==> src/rtl/uart_receiver_if.sv <==
// uart_receiver_if: host-side bus of the UART receiver.
//   read_enable      host -> rx  pop head of receive buffer
//   buffer_threshold host -> rx  level at which buffer_ready asserts
//   data_out         rx -> host  head of receive buffer (first-word fall-through)
//   buffer_empty     rx -> host  buffer holds no bytes
//   buffer_ready     rx -> host  count >= buffer_threshold and count != 0
//   frame_error      rx -> host  1-cycle pulse, stop bit sampled low
//   overrun_error    rx -> host  1-cycle pulse, good byte dropped on full buffer
`timescale 1ns/1ps
interface uart_receiver_if;
    logic       read_enable;
    logic [5:0] buffer_threshold;
    logic [7:0] data_out;
    logic       buffer_empty;
    logic       buffer_ready;
    logic       frame_error;
    logic       overrun_error;

    modport master (
        output read_enable,
        output buffer_threshold,
        input  data_out,
        input  buffer_empty,
        input  buffer_ready,
        input  frame_error,
        input  overrun_error
    );

    modport slave (
        input  read_enable,
        input  buffer_threshold,
        output data_out,
        output buffer_empty,
        output buffer_ready,
        output frame_error,
        output overrun_error
    );
endinterface

==> src/rtl/uart_receiver.sv <==
// uart_receiver: 8N1 serial receiver (LSB first, idle high) feeding a 64-entry
// first-word-fall-through receive buffer drained by the host.
// Ports:
//   clock           system clock, all logic on posedge
//   reset           synchronous active-high reset
//   data_in         serial line, idle high
//   baudrate_select selects BIT_CYCLES_n, latched at start detection
//   host            uart_receiver_if.slave (read strobe, threshold, data and status)
`timescale 1ns/1ps
module uart_receiver #(
    parameter int unsigned BIT_CYCLES_0 = 5208,
    parameter int unsigned BIT_CYCLES_1 = 2604,
    parameter int unsigned BIT_CYCLES_2 = 868,
    parameter int unsigned BIT_CYCLES_3 = 434,
    parameter int unsigned BUFFER_DEPTH = 64
) (
    input  logic            clock,
    input  logic            reset,
    input  logic            data_in,
    input  logic [1:0]      baudrate_select,
    uart_receiver_if.slave  host
);

    localparam int unsigned PtrW = $clog2(BUFFER_DEPTH);
    localparam int unsigned CntW = PtrW + 1;

    typedef enum logic [1:0] {StIdle, StStart, StData, StStop} state_e;

    // ------------------------------------------------------------------
    // Input synchroniser; flops reset high so reset looks like an idle line.
    // ------------------------------------------------------------------
    logic sync1_q, sync2_q;
    logic line;

    always_ff @(posedge clock) begin
        if (reset) begin
            sync1_q <= 1'b1;
            sync2_q <= 1'b1;
        end else begin
            sync1_q <= data_in;
            sync2_q <= sync1_q;
        end
    end

    assign line = sync2_q;

    // ------------------------------------------------------------------
    // Receive FSM
    // ------------------------------------------------------------------
    state_e      state_q, state_d;
    logic [15:0] cnt_q;
    logic [15:0] bit_cycles_q;
    logic [15:0] sel_cycles;
    logic [2:0]  bit_idx_q;
    logic [7:0]  shift_q;
    logic        start_done;
    logic        bit_done;

    // Strobes from the output process
    logic load_baud;
    logic cnt_clear;
    logic shift_en;
    logic stop_eval;

    always_comb begin
        unique case (baudrate_select)
            2'd0: sel_cycles = 16'(BIT_CYCLES_0);
            2'd1: sel_cycles = 16'(BIT_CYCLES_1);
            2'd2: sel_cycles = 16'(BIT_CYCLES_2);
            2'd3: sel_cycles = 16'(BIT_CYCLES_3);
        endcase
    end

    // Half-bit wait in START lands the data samples mid-bit.
    assign start_done = (cnt_q == (bit_cycles_q >> 1) - 16'd1);
    assign bit_done   = (cnt_q == bit_cycles_q - 16'd1);

    always_ff @(posedge clock) begin
        if (reset) begin
            state_q <= StIdle;
        end else begin
            state_q <= state_d;
        end
    end

    always_comb begin
        state_d = state_q;
        unique case (state_q)
            StIdle: begin
                if (!line) state_d = StStart;
            end
            StStart: begin
                // A line back high at mid-start is a glitch: drop silently.
                if (start_done) state_d = line ? StIdle : StData;
            end
            StData: begin
                if (bit_done && bit_idx_q == 3'd7) state_d = StStop;
            end
            StStop: begin
                // No wait for the end of the stop bit so frames can abut.
                if (bit_done) state_d = StIdle;
            end
            default: state_d = StIdle;
        endcase
    end

    always_comb begin
        load_baud = 1'b0;
        cnt_clear = 1'b0;
        shift_en  = 1'b0;
        stop_eval = 1'b0;
        unique case (state_q)
            StIdle: begin
                cnt_clear = 1'b1;
                load_baud = !line;
            end
            StStart: begin
                cnt_clear = start_done;
            end
            StData: begin
                cnt_clear = bit_done;
                shift_en  = bit_done;
            end
            StStop: begin
                cnt_clear = bit_done;
                stop_eval = bit_done;
            end
            default: cnt_clear = 1'b1;
        endcase
    end

    // ------------------------------------------------------------------
    // Buffer bookkeeping (next-state)
    // ------------------------------------------------------------------
    logic [7:0]      mem_q [BUFFER_DEPTH];
    logic [PtrW-1:0] wr_ptr_q, rd_ptr_q;
    logic [CntW-1:0] count_q, count_d;
    logic            push_pending_q;
    logic            push, pop;
    logic            full_next;
    logic            frame_error_q, overrun_error_q, buffer_ready_q;

    assign pop  = host.read_enable && (count_q != '0);
    // A slot freed by a same-edge pop makes room even when full.
    assign push = push_pending_q && ((count_q != CntW'(BUFFER_DEPTH)) || pop);

    always_comb begin
        count_d = count_q;
        if (push && !pop) count_d = count_q + 1'b1;
        if (pop && !push) count_d = count_q - 1'b1;
    end

    // The byte is pushed one edge after the stop sample; judging space on the
    // post-update count reserves the slot for that push.
    assign full_next = (count_d == CntW'(BUFFER_DEPTH));

    // ------------------------------------------------------------------
    // Datapath registers
    // ------------------------------------------------------------------
    always_ff @(posedge clock) begin
        if (reset) begin
            cnt_q           <= '0;
            bit_cycles_q    <= 16'(BIT_CYCLES_0);
            bit_idx_q       <= '0;
            shift_q         <= '0;
            push_pending_q  <= 1'b0;
            frame_error_q   <= 1'b0;
            overrun_error_q <= 1'b0;
        end else begin
            if (load_baud) bit_cycles_q <= sel_cycles;
            cnt_q <= cnt_clear ? 16'd0 : cnt_q + 16'd1;
            if (state_q == StIdle) bit_idx_q <= '0;
            if (shift_en) begin
                bit_idx_q <= bit_idx_q + 3'd1;
                shift_q   <= {line, shift_q[7:1]};
            end
            frame_error_q   <= stop_eval && !line;
            overrun_error_q <= stop_eval && line && full_next;
            push_pending_q  <= stop_eval && line && !full_next;
        end
    end

    always_ff @(posedge clock) begin
        if (reset) begin
            wr_ptr_q       <= '0;
            rd_ptr_q       <= '0;
            count_q        <= '0;
            buffer_ready_q <= 1'b0;
        end else begin
            if (push) wr_ptr_q <= wr_ptr_q + 1'b1;
            if (pop)  rd_ptr_q <= rd_ptr_q + 1'b1;
            count_q        <= count_d;
            buffer_ready_q <= (count_d >= {1'b0, host.buffer_threshold}) && (count_d != '0);
        end
    end

    // Storage has no reset; the empty flag masks stale contents.
    always_ff @(posedge clock) begin
        if (push) mem_q[wr_ptr_q] <= shift_q;
    end

    // ------------------------------------------------------------------
    // Host outputs
    // ------------------------------------------------------------------
    assign host.buffer_empty  = (count_q == '0);
    assign host.data_out      = (count_q == '0) ? 8'h00 : mem_q[rd_ptr_q];
    assign host.buffer_ready  = buffer_ready_q;
    assign host.frame_error   = frame_error_q;
    assign host.overrun_error = overrun_error_q;

endmodule

==> src/flat_wrapper.sv <==
// flat-port wrapper written by rule: the top's interface ports become plain ports
module uart_receiver_flat 
#(
    parameter int unsigned BIT_CYCLES_0 = 5208,
    parameter int unsigned BIT_CYCLES_1 = 2604,
    parameter int unsigned BIT_CYCLES_2 = 868,
    parameter int unsigned BIT_CYCLES_3 = 434,
    parameter int unsigned BUFFER_DEPTH = 64
)
  (clock, reset, data_in, baudrate_select, host_read_enable, host_buffer_threshold, host_data_out, host_buffer_empty, host_buffer_ready, host_frame_error, host_overrun_error);
  uart_receiver_if host_i ();
  input  logic clock;
  input  logic reset;
  input  logic data_in;
  input  logic [1:0] baudrate_select;
  input wire logic [$bits(host_i.read_enable)-1:0] host_read_enable;
  input wire logic [$bits(host_i.buffer_threshold)-1:0] host_buffer_threshold;
  output wire logic [$bits(host_i.data_out)-1:0] host_data_out;
  output wire logic [$bits(host_i.buffer_empty)-1:0] host_buffer_empty;
  output wire logic [$bits(host_i.buffer_ready)-1:0] host_buffer_ready;
  output wire logic [$bits(host_i.frame_error)-1:0] host_frame_error;
  output wire logic [$bits(host_i.overrun_error)-1:0] host_overrun_error;
  assign host_i.read_enable = host_read_enable;
  assign host_i.buffer_threshold = host_buffer_threshold;
  assign host_data_out = host_i.data_out;
  assign host_buffer_empty = host_i.buffer_empty;
  assign host_buffer_ready = host_i.buffer_ready;
  assign host_frame_error = host_i.frame_error;
  assign host_overrun_error = host_i.overrun_error;
  uart_receiver #(.BIT_CYCLES_0(BIT_CYCLES_0), .BIT_CYCLES_1(BIT_CYCLES_1), .BIT_CYCLES_2(BIT_CYCLES_2), .BIT_CYCLES_3(BIT_CYCLES_3), .BUFFER_DEPTH(BUFFER_DEPTH)) u_core (.clock(clock), .reset(reset), .data_in(data_in), .baudrate_select(baudrate_select), .host(host_i));
endmodule
==> config.mk <==
export PLATFORM = sky130hd
export DESIGN_NAME = uart_receiver_flat
export DESIGN_NICKNAME = d
export VERILOG_FILES = /design/src/rtl/uart_receiver_if.sv /design/src/rtl/uart_receiver.sv /design/src/flat_wrapper.sv
export SDC_FILE = /design/constraint.sdc
export NUM_CORES = 1
export LEC_CHECK = 0
export CORE_UTILIZATION = 50
export DETAILED_ROUTE_END_ITERATION = 8
export PLACE_DENSITY = 0.66
export SLEW_MARGIN = 25
export SYNTH_ARGS = -nofsm -noshare
export SYNTH_HDL_FRONTEND = slang
export SYNTH_SLANG_ARGS = --single-unit
export TNS_END_PERCENT = 5
==> constraint.sdc <==
create_clock -name clock -period 6.1 [get_ports clock]
set_input_delay 1.22 -clock clock [delete_from_list [all_inputs] [get_ports clock]]
set_output_delay 1.22 -clock clock [all_outputs]
set_load 0.005 [all_outputs]
# Word-level counts from Yosys, hierarchy flattened

Memories as Yosys holds them, arrays and structs flattened. A register that Yosys moved wholly into a read port is not among the register bits.
Cells that the tools add are included.

Reduce and logical (&&, ||, !) cells: 24
Magnitude comparators: 1
Eq/ne operators: 15
$add $sub $neg: 8
Mux-type cells: 20

Operator list:

| kind                                                                  | number |
|---|---|
| 16-bit one-hot mux with 4 select lines                                | 1 |
| 16-bit == test                                                        | 2 |
| 16-bit by 1-bit adder with 16-bit output (second input constant)      | 1 |
| 15-bit by 1-bit subtractor with 16-bit output (second input constant) | 1 |
| 16-bit by 1-bit subtractor with 16-bit output (second input constant) | 1 |
| 7-bit two-way mux                                                     | 2 |
| 7-bit nonzero test                                                    | 2 |
| 6-bit by 1-bit adder with 6-bit output (second input constant)        | 2 |
| 6-bit two-way mux                                                     | 2 |
| 1-bit logical AND                                                     | 10 |
| 2-bit two-way mux                                                     | 5 |
| 2-bit == test (second input constant)                                 | 4 |
| 8-bit two-way mux                                                     | 1 |
| 2-bit one-hot mux with 4 select lines                                 | 1 |
| 7-bit by 1-bit adder with 7-bit output (second input constant)        | 1 |
| 7-bit == test (second input constant)                                 | 1 |
| 7-bit by 6-bit >= comparator with 1-bit output                        | 1 |
| 7-bit logical NOT                                                     | 1 |
| 7-bit != test (second input constant)                                 | 1 |
| 7-bit by 1-bit subtractor with 7-bit output (second input constant)   | 1 |
| 3-bit two-way mux                                                     | 2 |
| 2-bit by 1-bit != test with 1-bit output (second input constant)      | 3 |
| 1-bit two-way mux                                                     | 5 |
| 2-bit by 1-bit == test with 1-bit output (second input constant)      | 2 |
| 10 further kinds                                                      | 15 |

Register bits: 70
Word-level logic and storage cells: 83
Output and inout bits: 12
Bits of input ports: 12
Memories kept: 1
RAM bits: 512

Memories:

| memory       | words | width | read ports | clocked after memory_dff | write ports | RTL line             | source |
|---|---|---|---|---|---|---|---|
| u_core.mem_q | 64    | 8     | 1          | 1                        | 1           | uart_receiver.sv:135 | `logic [7:0] mem_q [BUFFER_DEPTH];` |

# Logic depth before layout (Yosys ltp)

Depth after elaboration: 10
Mapped depth: 15
Mapped depth without buffers: 15

# Worst setup path before layout

OpenSTA, ideal clock, no wires.

Path type: register to output
From: register (tool-made name)
To: output port host_data_out[0]
Cell stages (with the launch flop): 7
Slack: 2469 ps
Arrival: 2411 ps
Cell sequence: dfxtp_1 > clkbuf_1 > buf_2 > mux4_2 > mux4_2 > mux4_2 > nor2b_1

RTL lines:

| what      | RTL line           | source |
|---|---|---|
| to (decl) | flat_wrapper.sv:18 | `output wire logic [$bits(host_i.data_out)-1:0] host_data_out;` |

==> reports/summary.json <==
{
  "status": "complete, no violations",
  "cts-htree-levels": 2,
  "setup_tns_ns": 0,
  "synth_cell_types": 75,
  "cap_viol_max_count": 0,
  "clock_group_share_of_total_power": 0.382,
  "achievable-frequency_ghz": 0.194,
  "postCtsResizedCells": 0,
  "slew_headroom": 0.307,
  "grt_antenna_before_repair": 1,
  "cts_num_sinks": 581,
  "xor_xnor_share_of_the_synthesized_area": 0.0191,
  "ir_drop_v": 0.000281,
  "synth_enable_flop_cells": 512,
  "dp_cells": 1887,
  "post_drt_via_cell_ratio": 6.02,
  "die_h_microns": 221,
  "ant_nets": 0,
  "post_route_cells_drive_above_1_share": 0.237,
  "core_area_sq_um": 47600,
  "vias": 12000,
  "min_path_type": "flop to flop",
  "finalNetCount": 1363,
  "initialDrtViolationCount": 1078,
  "detail_route.drc_violations": 0,
  "finalWorstSetupSlack_ns": 0.952,
  "timing.critical_path.arrival_ns": 3.93,
  "post_synthesis_share_of_cell_area_spent_on_full_adders_half_adders_and_majority_gates": 0.00988,
  "detailed_place.area_sq_um": 24900,
  "yosys.area_share.simple": 0.0675,
  "grt_max_degree": 66,
  "synth.area.mux_share": 0.163,
  "power.sequential.fraction": 0.475,
  "synth-warning-count": 0,
  "clk_lat_worst_skew_ns": 0.63,
  "synth_compound_gate_area_share": 0.0251,
  "switching_share": 0.246,
  "p_sw_uw": 2280,
  "cts-buffers-inserted": 58,
  "number_of_diodes_added_for_antenna_fixing": 0,
  "avgSynthCellArea_sq_um": 18.2,
  "netlist_area_sq_um": 24100,
  "final_cells": 1997,
  "critPathRequiredTime_ns": 4.88,
  "detailed_place_hpwl_mm": 30.9,
  "area_growth_syn_to_layout_pct": 11.5,
  "groute.layer.met2.usage": 0.344,
  "crit_path_end_kind": "output pin",
  "use_met1": 0.297,
  "synth-main-ff-cell": "sky130_fd_sc_hd__edfxtp_1",
  "post_drt_wl_per_cell_microns": 25.2,
  "final-setup-viol-count": 0,
  "ys_seq_area_frac": 0.696,
  "final.period_utilization": 0.844,
  "worstPathMaxFanout": 65,
  "post-route-cell-area_sq_um": 26800,
  "internal_power_uw": 7000,
  "gr-usage-all-layers": 0.211,
  "powerDensity_nw_per_um2": 346,
  "layout_min_cycle_time_ns": 5.15,
  "gpl.final_weighted_congestion": 0.821,
  "yosys_register_bits": 581,
  "buffer_ports.inserted": 23,
  "worst_setup_hold_path_clk_slew_ns": 0.06,
  "boundaryPins": 24,
  "place_ws_ns": 1.60,
  "initial_utilization": 0.505,
  "grt.busiest_layer": "met2",
  "worst-slew-pin-transition_ns": 1.04,
  "grt-ovfl-total": 0,
  "cts-hold-fix-buffers": 0,
  "yosys.cell_count.top_type": "sky130_fd_sc_hd__edfxtp_1",
  "synth_top_cell_area_share": 0.639,
  "detail_route.first_pass.iterations": 5,
  "synth_area_leader_cell": "sky130_fd_sc_hd__edfxtp_1",
  "unrepaired_setup_endpoints_after_global_routing": "no",
  "power_frac_comb": 0.142,
  "num_rows": 80,
  "root_buf_cell": "sky130_fd_sc_hd__clkbuf_16",
  "hold_violation_count_in_the_final_report": 0,
  "post-cts-setup-buffers": 0,
  "worst_clock_skew_ns": 0.0324,
  "grt_pass1_wl_mm": 77.1,
  "floorplan.die.width_microns": 221,
  "dieArea_sq_um": 49000,
  "cts_tree": "yes",
  "maxSlewViolCount": 0,
  "combinational_family_with_the_most_area_after_synthesis": "multiplexers",
  "use_met3": 0.0384,
  "kind_of_critical_path": "flop to output pin",
  "yosys-top-cells-count": "sky130_fd_sc_hd__edfxtp_1 (512), sky130_fd_sc_hd__mux4_2 (168), sky130_fd_sc_hd__nor2_1 (109)",
  "layout.core_utilization": 0.563,
  "power_leakage_uw": 0.00959,
  "setup.worst_path.start_class": "flop",
  "ys_top_cells_by_area": "sky130_fd_sc_hd__edfxtp_1 (64%), sky130_fd_sc_hd__mux4_2 (16%), sky130_fd_sc_hd__dfxtp_1 (5.7%)",
  "grt_pass1_vias": 12000,
  "postSynth.asyncResetShare": 0,
  "syn_nets": 1352,
  "netlist_instances": 1321,
  "detail_route.wirelength_mm": 50.4,
  "max-clock-path-buffers": 3
}
## worst max-delay path, stage by stage (launching register included)
cell	delay, ns
sky130_fd_sc_hd__dfxtp_4	0.72
sky130_fd_sc_hd__buf_12	0.40
sky130_fd_sc_hd__mux4_2	0.40
sky130_fd_sc_hd__mux4_2	0.56
sky130_fd_sc_hd__mux4_2	0.51
sky130_fd_sc_hd__nor2b_1	0.15
sky130_fd_sc_hd__clkdlybuf4s50_1	0.45
## layer usage
layer	wire length [microns]	share of wire
met1	21700	0.43
met2	25000	0.50
met3	2760	0.055
met4	891	0.018
met5	11	0.00022
## cells in the final DEF, fill, tap and decap left out, drive strengths merged, types with 16 or more instances in the layout
cell           synthesis  routed
nor3                  31      31
inv                   23      27
nand3                 18      18
ha                    19      19
nand2                 35      35
nand4                 17      17
clkdlybuf4s50          0      22
nor2                 109     109
clkinv                 0      22
mux4                 168     168
xnor2                 25      25
nor2b                 17      17
xor2                  25      25
clkbuf                50      73
buf                   37      16
edfxtp               512     512
dfxtp                 69      69
## logic make-up after synthesis
group,count (synthesis)
multiplexers,182
AO/OA/AOI/OAI,80
XOR/XNOR,51
AND/OR/NAND/NOR,298
buffers and inverters,110
adder cells (fa/ha/maj),19
flip-flops,581
## per-stage QoR
| stage | power [uW] | hold slack, ns |
|---|---|---|
| after global routing | 9630 | 0.425 |
| after floorplan | 5440 | 0.389 |
| after global placement | 5840 | 0.395 |
| after detailed placement | 5850 | 0.394 |
| final | 9280 | 0.405 |
| after CTS | 9370 | 0.406 |
## sequential cells by signal, summed over array words and instances (netlist names), named ones only
| name | flops |
|---|---|
| u_core.bit_cycles_q | 9 |
| u_core.bit_idx_q | 3 |
| u_core.cnt_q | 16 |
| u_core.count_q | 7 |
| u_core.host.buffer_ready | 1 |
| u_core.host.frame_error | 1 |
| u_core.host.overrun_error | 1 |
| u_core.line | 1 |
| u_core.mem_q | 512 |
| u_core.push_pending_q | 1 |
| u_core.rd_ptr_q | 6 |
| u_core.shift_q | 8 |
| u_core.state_q | 1 |
| u_core.sync1_q | 1 |
| u_core.wr_ptr_q | 6 |
## worst paths after layout
check	start	to	slack [ns]	cells past startpoint
hold / removal	u_core.sync1_q	u_core.line	0.40	1
setup / recovery	flop	host_data_out[6]	0.95	6
setup reg to reg	u_core.bit_cycles_q[7]	u_core.cnt_q[11]	2.33	9
hold reg to reg	u_core.sync1_q	u_core.line	0.40	1
## power groups by stage
stage,clock (uW),sequential (uW),combinational (uW)
5_1_grt,3760,4430,1440
2_1_floorplan,0,4400,1040
4_1_cts,3610,4420,1350
3_5_place_dp,0,4500,1350
3_3_place_gp,0,4500,1340
6_report,3550,4410,1320
## final cells by class
cell class / count / area (sq um)
Inverter: 23 / 86.3
Tap cell: 615 / 769
Clock inverter: 37 / 349
Clock buffer: 73 / 1580
Sequential cell: 581 / 16800
Multi-Input combinational cell: 630 / 6870
Fill cell: 3629 / 20800
Timing Repair Buffer: 38 / 388
Power figures use the tool's default switching activity.
